`src/rtl/reg_write_pkg.sv`:
```
// reg_write_pkg: shared constants and one-hot decode helper for the register write decoder.
package reg_write_pkg;
  localparam int ADDR_W_DEF = 4;
  localparam int CNT_W_DEF = 8;
  localparam int NUM_REGS_DEF = 2**ADDR_W_DEF;
  localparam int MAX_ADDR_W = 8;
  localparam int MAX_REGS = 2**MAX_ADDR_W;
  function automatic logic [MAX_REGS-1:0] onehot_decode(input logic [MAX_ADDR_W-1:0] id, input logic en);
    return en ? (MAX_REGS'(1) << id) : '0;
  endfunction
endpackage

```
`src/rtl/wdec_onehot_port.sv`:
```
// wdec_onehot_port: single-port enable-gated one-hot decoder with optional read-only register 0.
module wdec_onehot_port
  import reg_write_pkg::*;
#(
  parameter int ADDR_W = ADDR_W_DEF,
  parameter bit ZERO_REG_RO = 1'b1
) (
  input  logic                 en,
  input  logic [ADDR_W-1:0]    id,
  output logic [2**ADDR_W-1:0] vec
);
  logic eff;
  assign eff = en && !(ZERO_REG_RO && id == '0);
  assign vec = (2**ADDR_W)'(onehot_decode(MAX_ADDR_W'(id), eff));
endmodule

```
`src/rtl/reg_write_wordline_ctrl.sv`:
```
// reg_write_wordline_ctrl: multi-port wordline decoder with youngest-port-wins conflict resolution.
// Optional sticky write history (wr_hist/hist_clr) enabled by WDEC_WR_HIST_EN.
module reg_write_wordline_ctrl
  import reg_write_pkg::*;
#(
  parameter int ADDR_W = ADDR_W_DEF,
  parameter int NUM_PORTS = 2,
  parameter bit ZERO_REG_RO = 1'b1,
  parameter int CNT_W = CNT_W_DEF
) (
  input  logic                           clk,
  input  logic                           rst_n,
  input  logic                           flush,
  input  logic [NUM_PORTS-1:0]           wr_en,
  input  logic [NUM_PORTS*ADDR_W-1:0]    wr_id,
  output logic [NUM_PORTS*2**ADDR_W-1:0] wordline,
  output logic [2**ADDR_W-1:0]           wordline_any,
  output logic                           conflict,
  output logic [CNT_W-1:0]               conflict_cnt
`ifdef WDEC_WR_HIST_EN
  ,
  input  logic                           hist_clr,
  output logic [2**ADDR_W-1:0]           wr_hist
`endif
);
  localparam int NUM_REGS = 2**ADDR_W;
  logic [NUM_REGS-1:0] dec [NUM_PORTS];
  logic [NUM_REGS-1:0] above;
  logic [NUM_PORTS*NUM_REGS-1:0] wordline_d, wordline_q;
  logic conflict_d, conflict_q, conf;
  logic [CNT_W-1:0] cnt_d, cnt_q;
  for (genvar p = 0; p < NUM_PORTS; p++) begin : g_port
    wdec_onehot_port #(.ADDR_W(ADDR_W), .ZERO_REG_RO(ZERO_REG_RO)) u_dec (
      .en (wr_en[p]),
      .id (wr_id[p*ADDR_W +: ADDR_W]),
      .vec(dec[p])
    );
  end
  // Walk from the youngest port down so any bit already claimed masks older ports.
  always_comb begin
    above = '0;
    conf = 1'b0;
    wordline_d = '0;
    for (int p = NUM_PORTS-1; p >= 0; p--) begin
      wordline_d[p*NUM_REGS +: NUM_REGS] = flush ? '0 : dec[p] & ~above;
      conf = conf | |(dec[p] & above);
      above = above | dec[p];
    end
    conflict_d = conf && !flush;
    cnt_d = (conflict_d && cnt_q != '1) ? cnt_q + CNT_W'(1) : cnt_q;
  end
  always_comb begin
    wordline_any = '0;
    for (int p = 0; p < NUM_PORTS; p++) wordline_any = wordline_any | wordline_q[p*NUM_REGS +: NUM_REGS];
  end
  always_ff @(posedge clk or negedge rst_n) begin
    if (!rst_n) begin
      wordline_q <= '0;
      conflict_q <= 1'b0;
      cnt_q <= '0;
    end else begin
      wordline_q <= wordline_d;
      conflict_q <= conflict_d;
      cnt_q <= cnt_d;
    end
  end
  assign wordline = wordline_q;
  assign conflict = conflict_q;
  assign conflict_cnt = cnt_q;
`ifdef WDEC_WR_HIST_EN
  logic [NUM_REGS-1:0] any_d, wr_hist_d, wr_hist_q;
  always_comb begin
    any_d = '0;
    for (int p = 0; p < NUM_PORTS; p++) any_d = any_d | wordline_d[p*NUM_REGS +: NUM_REGS];
    wr_hist_d = (hist_clr ? '0 : wr_hist_q) | any_d;
  end
  always_ff @(posedge clk or negedge rst_n) begin
    if (!rst_n) wr_hist_q <= '0;
    else wr_hist_q <= wr_hist_d;
  end
  assign wr_hist = wr_hist_q;
`endif
endmodule

```
`config.mk`:
```
export PLATFORM = sky130hd
export DESIGN_NAME = reg_write_wordline_ctrl
export DESIGN_NICKNAME = d
export VERILOG_FILES = /design/src/rtl/reg_write_pkg.sv /design/src/rtl/wdec_onehot_port.sv /design/src/rtl/reg_write_wordline_ctrl.sv
export SDC_FILE = /design/constraint.sdc
export NUM_CORES = 1
export LEC_CHECK = 0
export ABC_CLOCK_PERIOD_IN_PS = 3500
export BUFFER_PORTS_ARGS = -buffer_cell sky130_fd_sc_hd__buf_2
export CORE_MARGIN = 5
export CORE_UTILIZATION = 40
export CTS_BUF_LIST = sky130_fd_sc_hd__clkbuf_4 sky130_fd_sc_hd__clkbuf_8 sky130_fd_sc_hd__clkbuf_16
export DETAILED_ROUTE_END_ITERATION = 16
export PLACE_DENSITY = 0.76
export SYNTH_ARGS = -nofsm -noshare
export SYNTH_HDL_FRONTEND = slang
export SYNTH_SLANG_ARGS = --single-unit
```
`constraint.sdc`:
```
create_clock -name clk -period 3.5 [get_ports clk]
set_input_delay 0.7 -clock clk [delete_from_list [all_inputs] [get_ports clk]]
set_output_delay 0.7 -clock clk [all_outputs]
set_load 0.02 [all_outputs]
```
## Word level (Yosys, flattened, before mapping)

Cells that the tools add are included.

- Input bits: 13
- Register bits after elaboration: 41
- Logic and storage cells: 25

- Add/subtract/negate cells: 1
- Reduce and logical (&&, ||, !) cells: 10
- Equal/unequal tests: 1
- Mux-type cells: 4
- Shift operators: 2
- Bitwise logic cells: 4

Operators by type and width:

| cell | count |
|---|---|
| 16-bit 2-to-1 mux | 4 |
| 16-bit bitwise AND | 2 |
| 1-bit by 4-bit left shift with 16-bit output (first input constant) | 2 |
| 16-bit inverter | 1 |
| 16-bit OR | 1 |
| 16-bit OR reduction | 1 |
| 8-bit by 1-bit adder with 8-bit output (second input constant) | 1 |
| 4-bit logical NOT | 2 |
| 8-bit inequality test (second input constant) | 1 |
| 1-bit logical AND | 4 |
| 1-bit logical NOT | 3 |

## Depth between registers and ports, before layout

- Word-level depth: 8
- Depth in mapped cells: 6

## By module

Synthesis repeated with hierarchy kept, for this count alone.

- Cells, all modules: 178
- Area, all modules: 1940.6 um^2

By module, submodules not included:

| module | area each (um^2) | seq. area each (um^2) | cells an instance | instances |
|---|---|---|---|---|
| reg_write_wordline_ctrl | 1707.9 | 1026.0 | 130 | 1 |
| wdec_onehot_port | 116.4 | 0.0 | 24 | 2 |

## Worst setup path after synthesis

OpenSTA, ideal clock, no wires.

- Path kind: input to register
- Start: input wr_id[0]
- End: register cnt_q[6] (netlist: conflict_cnt[6])
- Setup time: 0.125 ns
- Slack: 1.372 ns
- Path buffers: 1
- Arrival time: 2.003 ns
- Stages: 6
- Required time: 3.375 ns
- Cells stage by stage: buf_2 and4bb_1 o2111ai_2 a31oi_4 o2111ai_2 mux2_4

- Word-level cells in the longest chain between the ends: 8
- Elaborated cells between the ends (all ways): 9
- Those cells by class: shift (1); mux (1); bitwise (1); reduce/logical (6)

RTL lines:

| what | line | source |
|---|---|---|
| start, declared | reg_write_wordline_ctrl.sv:15 | `input logic [NUM_PORTS*ADDR_W-1:0] wr_id,` |
| 4-bit logical NOT | wdec_onehot_port.sv:13 | `assign eff = en && !(ZERO_REG_RO && id == '0);` |
| 1-bit logical NOT | wdec_onehot_port.sv:13 |  |
| 1-bit logical AND | wdec_onehot_port.sv:13 |  |
| 16-bit 2-to-1 mux (*) | reg_write_pkg.sv:9 | `return en ? (MAX_REGS'(1) << id) : '0;` |
| 16-bit bitwise AND (*) | reg_write_wordline_ctrl.sv:46 | `conf = conf \| \|(dec[p] & above);` |
| 16-bit OR reduction (*) | reg_write_wordline_ctrl.sv:46 |  |
| 1-bit logical AND (*) | reg_write_wordline_ctrl.sv:49 | `conflict_d = conf && !flush;` |
| 1-bit logical AND (*) | reg_write_wordline_ctrl.sv:50 | `cnt_d = (conflict_d && cnt_q != '1) ? cnt_q + CNT_W'(1) : cnt_q;` |
| end signal, assigned | reg_write_wordline_ctrl.sv:64 | `cnt_q <= cnt_d;` |
| end, declared | reg_write_wordline_ctrl.sv:31 | `logic [CNT_W-1:0] cnt_d, cnt_q;` |

Mark *: on every way between the ends. The rest lies on a longest branch, timed or not.
A chain may end at the register's enable or synchronous reset.

## Final worst setup path

- Start: input wr_en[1]
- End: register cnt_q[6] (netlist: conflict_cnt[6])

- Word-level cells in the longest chain between the ends: 6

RTL lines:

| what | line | source |
|---|---|---|
| start, declared | reg_write_wordline_ctrl.sv:14 | `input logic [NUM_PORTS-1:0] wr_en,` |
| 1-bit logical AND | wdec_onehot_port.sv:13 |  |
| 16-bit 2-to-1 mux | reg_write_pkg.sv:9 |  |
| 16-bit bitwise AND | reg_write_wordline_ctrl.sv:46 |  |
| 16-bit OR reduction | reg_write_wordline_ctrl.sv:46 |  |
| 1-bit logical AND | reg_write_wordline_ctrl.sv:49 |  |
| 1-bit logical AND | reg_write_wordline_ctrl.sv:50 |  |

No other way between the ends.

==> results.yml <==
timing:
  setup_viol_count_final: 0
  whs_ns: 0.514
  slew_headroom_pct: 41.9
  fin_tns_setup_ns: 0
  slew_violations: 0
  finClkSkew_ns: 0.00112
  final_hold_viol_count: 0
  fin_crit_sh_pct: 56.2
  max_slew.worst_pin.slew_ns: 0.872
  fin_crit_ns: 1.97
  fmax_mhz: 508
  rsz0062_at_grt: "no"
worst_hold_path:
  holdCritPathClass: "primary input to async pin"
synth:
  async_flop_share_pct: 100
  synth-seq-cells: 41
  synth_cell_types: 36
  syn_area_per_cell_um2: 10.8
  netlist_top_cells_area: "dfrtp_1 (55%), or2_2 (6.0%), nor2_1 (5.6%)"
  ys_seq_area_share_pct: 54.8
  synth.most_common_cell: "dfrtp_1"
  netlist_area_mm2: 0.00187
  yosysTopAreaCell: "dfrtp_1"
  synth_top_area_share_pct: 54.8
  yosys-top-cells-count: "dfrtp_1 (41), nor2_1 (28), or2_2 (18)"
  synth-edff-count: 0
  synth_cells: 173
  synth_top_flop_cell: "dfrtp_1"
  yosysWarnings: 0
drt:
  drt_wl_total_mm: 4.29
  remaining_drc_errors: 0
  ant_nets: 0
  avgViaCountPerCell: 5.09
  dr.pass1.iters: 4
  wire_per_inst_um: 14.5
  drt_iter0_markers: 122
  via_count: 1508
grt:
  grt.total_usage_pct: 14.7
  grt_max_degree: 42
  grt_pass1_vias: 1518
  grt_pass1_wl_mm: 7.24
  antenna_found_initial: 0
  grt_overflow_total: 0
die:
  start_util_pct: 42.1
  core_mm2: 0.00444
  row_count: 24
  die_area_mm2: 0.00615
  die_h_um: 78.4
  io_pins: 70
  die_w_um: 78.4
layout:
  drive_above_1_share_pct: 42.6
  nets: 257
  multiInputGateArea_um2: 811
  area_delta_synth_final_pct: 25.5
  n_antenna_cell: 0
  seq_area_mm2: 0.00103
  nFillCells: 408
critical_path:
  path_cells: "buf_2 > nand3_2 > nand4bb_1 > a31oi_4 > o2111ai_2 > mux2_4"
  end_kind: "flop"
  worstPathMaxFanout: 9
  path_class: "primary input to flop"
  crit_family: "simple AND/OR/NAND/NOR gates"
  critical_path_buf_inv_count: 1
  slowest_stage: "a31oi_4"
  crit_required_ns: 3.68
  slowest_delay_ns: 0.32
  crit_start: "wr_en[1]"
  arrival_ns: 2.14
  crit_path_start_kind: "primary input"
  r2r_start: "conflict_cnt[0]"
cts:
  cts_tree: "built"
  htreeDepth: 2
  cts_resized: 0
  clock_path_buffers: 2
  cts-root-buf: "clkbuf_8"
  clock_sinks: 41
  cts_hold_buf: 0
  cts_buffers: 5
  clk_pin_slew_worst_paths_ns: 0.08
  post_cts_buffers: 0
  clk_latency_ns: 0.29
place:
  hpwl_mm: 3.19
  place_congestion: 0.880
  numPortBuffers: 69
pwr:
  p_per_area_mw_per_mm2: 395
  p_leak_nw: 1.28
  ir_worst_vdd_uv: 150
outcome:
  outcome: "completed"
job:
  max_cap_violations: 0
[report_power, final]
group	total (mW)	switching, mW	internal, mW
Clock	0.330	0.152	0.178
Combinational	0.107	0.0715	0.0351
Sequential	0.492	0.00779	0.484
[logic make-up (layout without fill, tap and decap cells)]
kind of cell,Yosys count,after routing,synth area share [%]
AND/OR/NAND/NOR,98,98,29.8
flip-flops,41,41,54.8
AO/OA/AOI/OAI,14,14,6.55
XOR/XNOR,7,7,3.28
buffers and inverters,7,77,2.07
multiplexers,4,4,2.61
adder cells (fa/ha/maj),1,1,0.668
other,1,2,0.200
[routing by layer]
metal	GRT usage, %	vias up	part of all wire [%]
met5	0	-	0
met4	6.64	0	1.4
met3	3.09	7	6.5
met2	24.5	55	50
met1	18.4	708	42
li1	-	738	-
[state kept, by name, summed over array words and instances, names as in the netlist]
signal	count
wordline	32
conflict_cnt	8
conflict	1
[metrics by stage]
step                power [mW]  instance area (um^2)  utilization [%]  worst slack [ns]  instances
floorplan                0.567                  1880                -              1.37        174
global placement         0.606                  2250             50.6              1.30        288
detailed placement       0.609                  2250             50.6              1.24        288
CTS                      0.936                  2350             52.8              1.55        296
global route             0.971                  2350             52.8              1.44        296
finish                   0.929                  2350             52.8              1.53        296
[worst register-to-register path, cell delays in order, from the launching register on]
cell	delay (ns)
dfrtp_1	0.41
ha_1	0.22
and3_1	0.22
nand3_1	0.17
and4_1	0.26
o2111ai_1	0.16
xnor2_1	0.15
[layout by cell type (no fill, tap or decap), types with 2 or more instances in the layout]
cell type,instances
nand4b_1,2
clkbuf_8,7
o2111ai_2,2
o2111ai_1,2
o21ai_0,4
and4bb_1,2
nand3b_1,4
nand3_1,2
nor3_1,15
nand2b_1,5
o21ai_2,2
o21ai_1,2
xnor2_1,7
nor2_1,28
conb_1,2
or2_2,18
nand2_1,6
nor4_1,3
nand4bb_1,2
and3_1,3
mux2_1,3
buf_2,69
dfrtp_1,41
[final cells by class]
class | instances | area share, %
well taps | 52 | 2.77
repair buffers | 69 | 14.7
clock inverters | 1 | 0.213
multi-input cells | 126 | 34.5
clock buffers | 7 | 4.10
flip-flops and latches | 41 | 43.7
[path summary, 6_finish.rpt]
kind,slack (ns),depth (start not counted),to
max,1.53,6,conflict_cnt[6]
min,0.51,1,wordline[28]
max reg2reg,1.80,6,conflict_cnt[5]
min reg2reg,0.52,1,conflict_cnt[0]
max in group asynchronous,2.43,1,wordline[0]
min in group clk,0.52,1,conflict_cnt[0]
(Power assumes the default switching activity.)
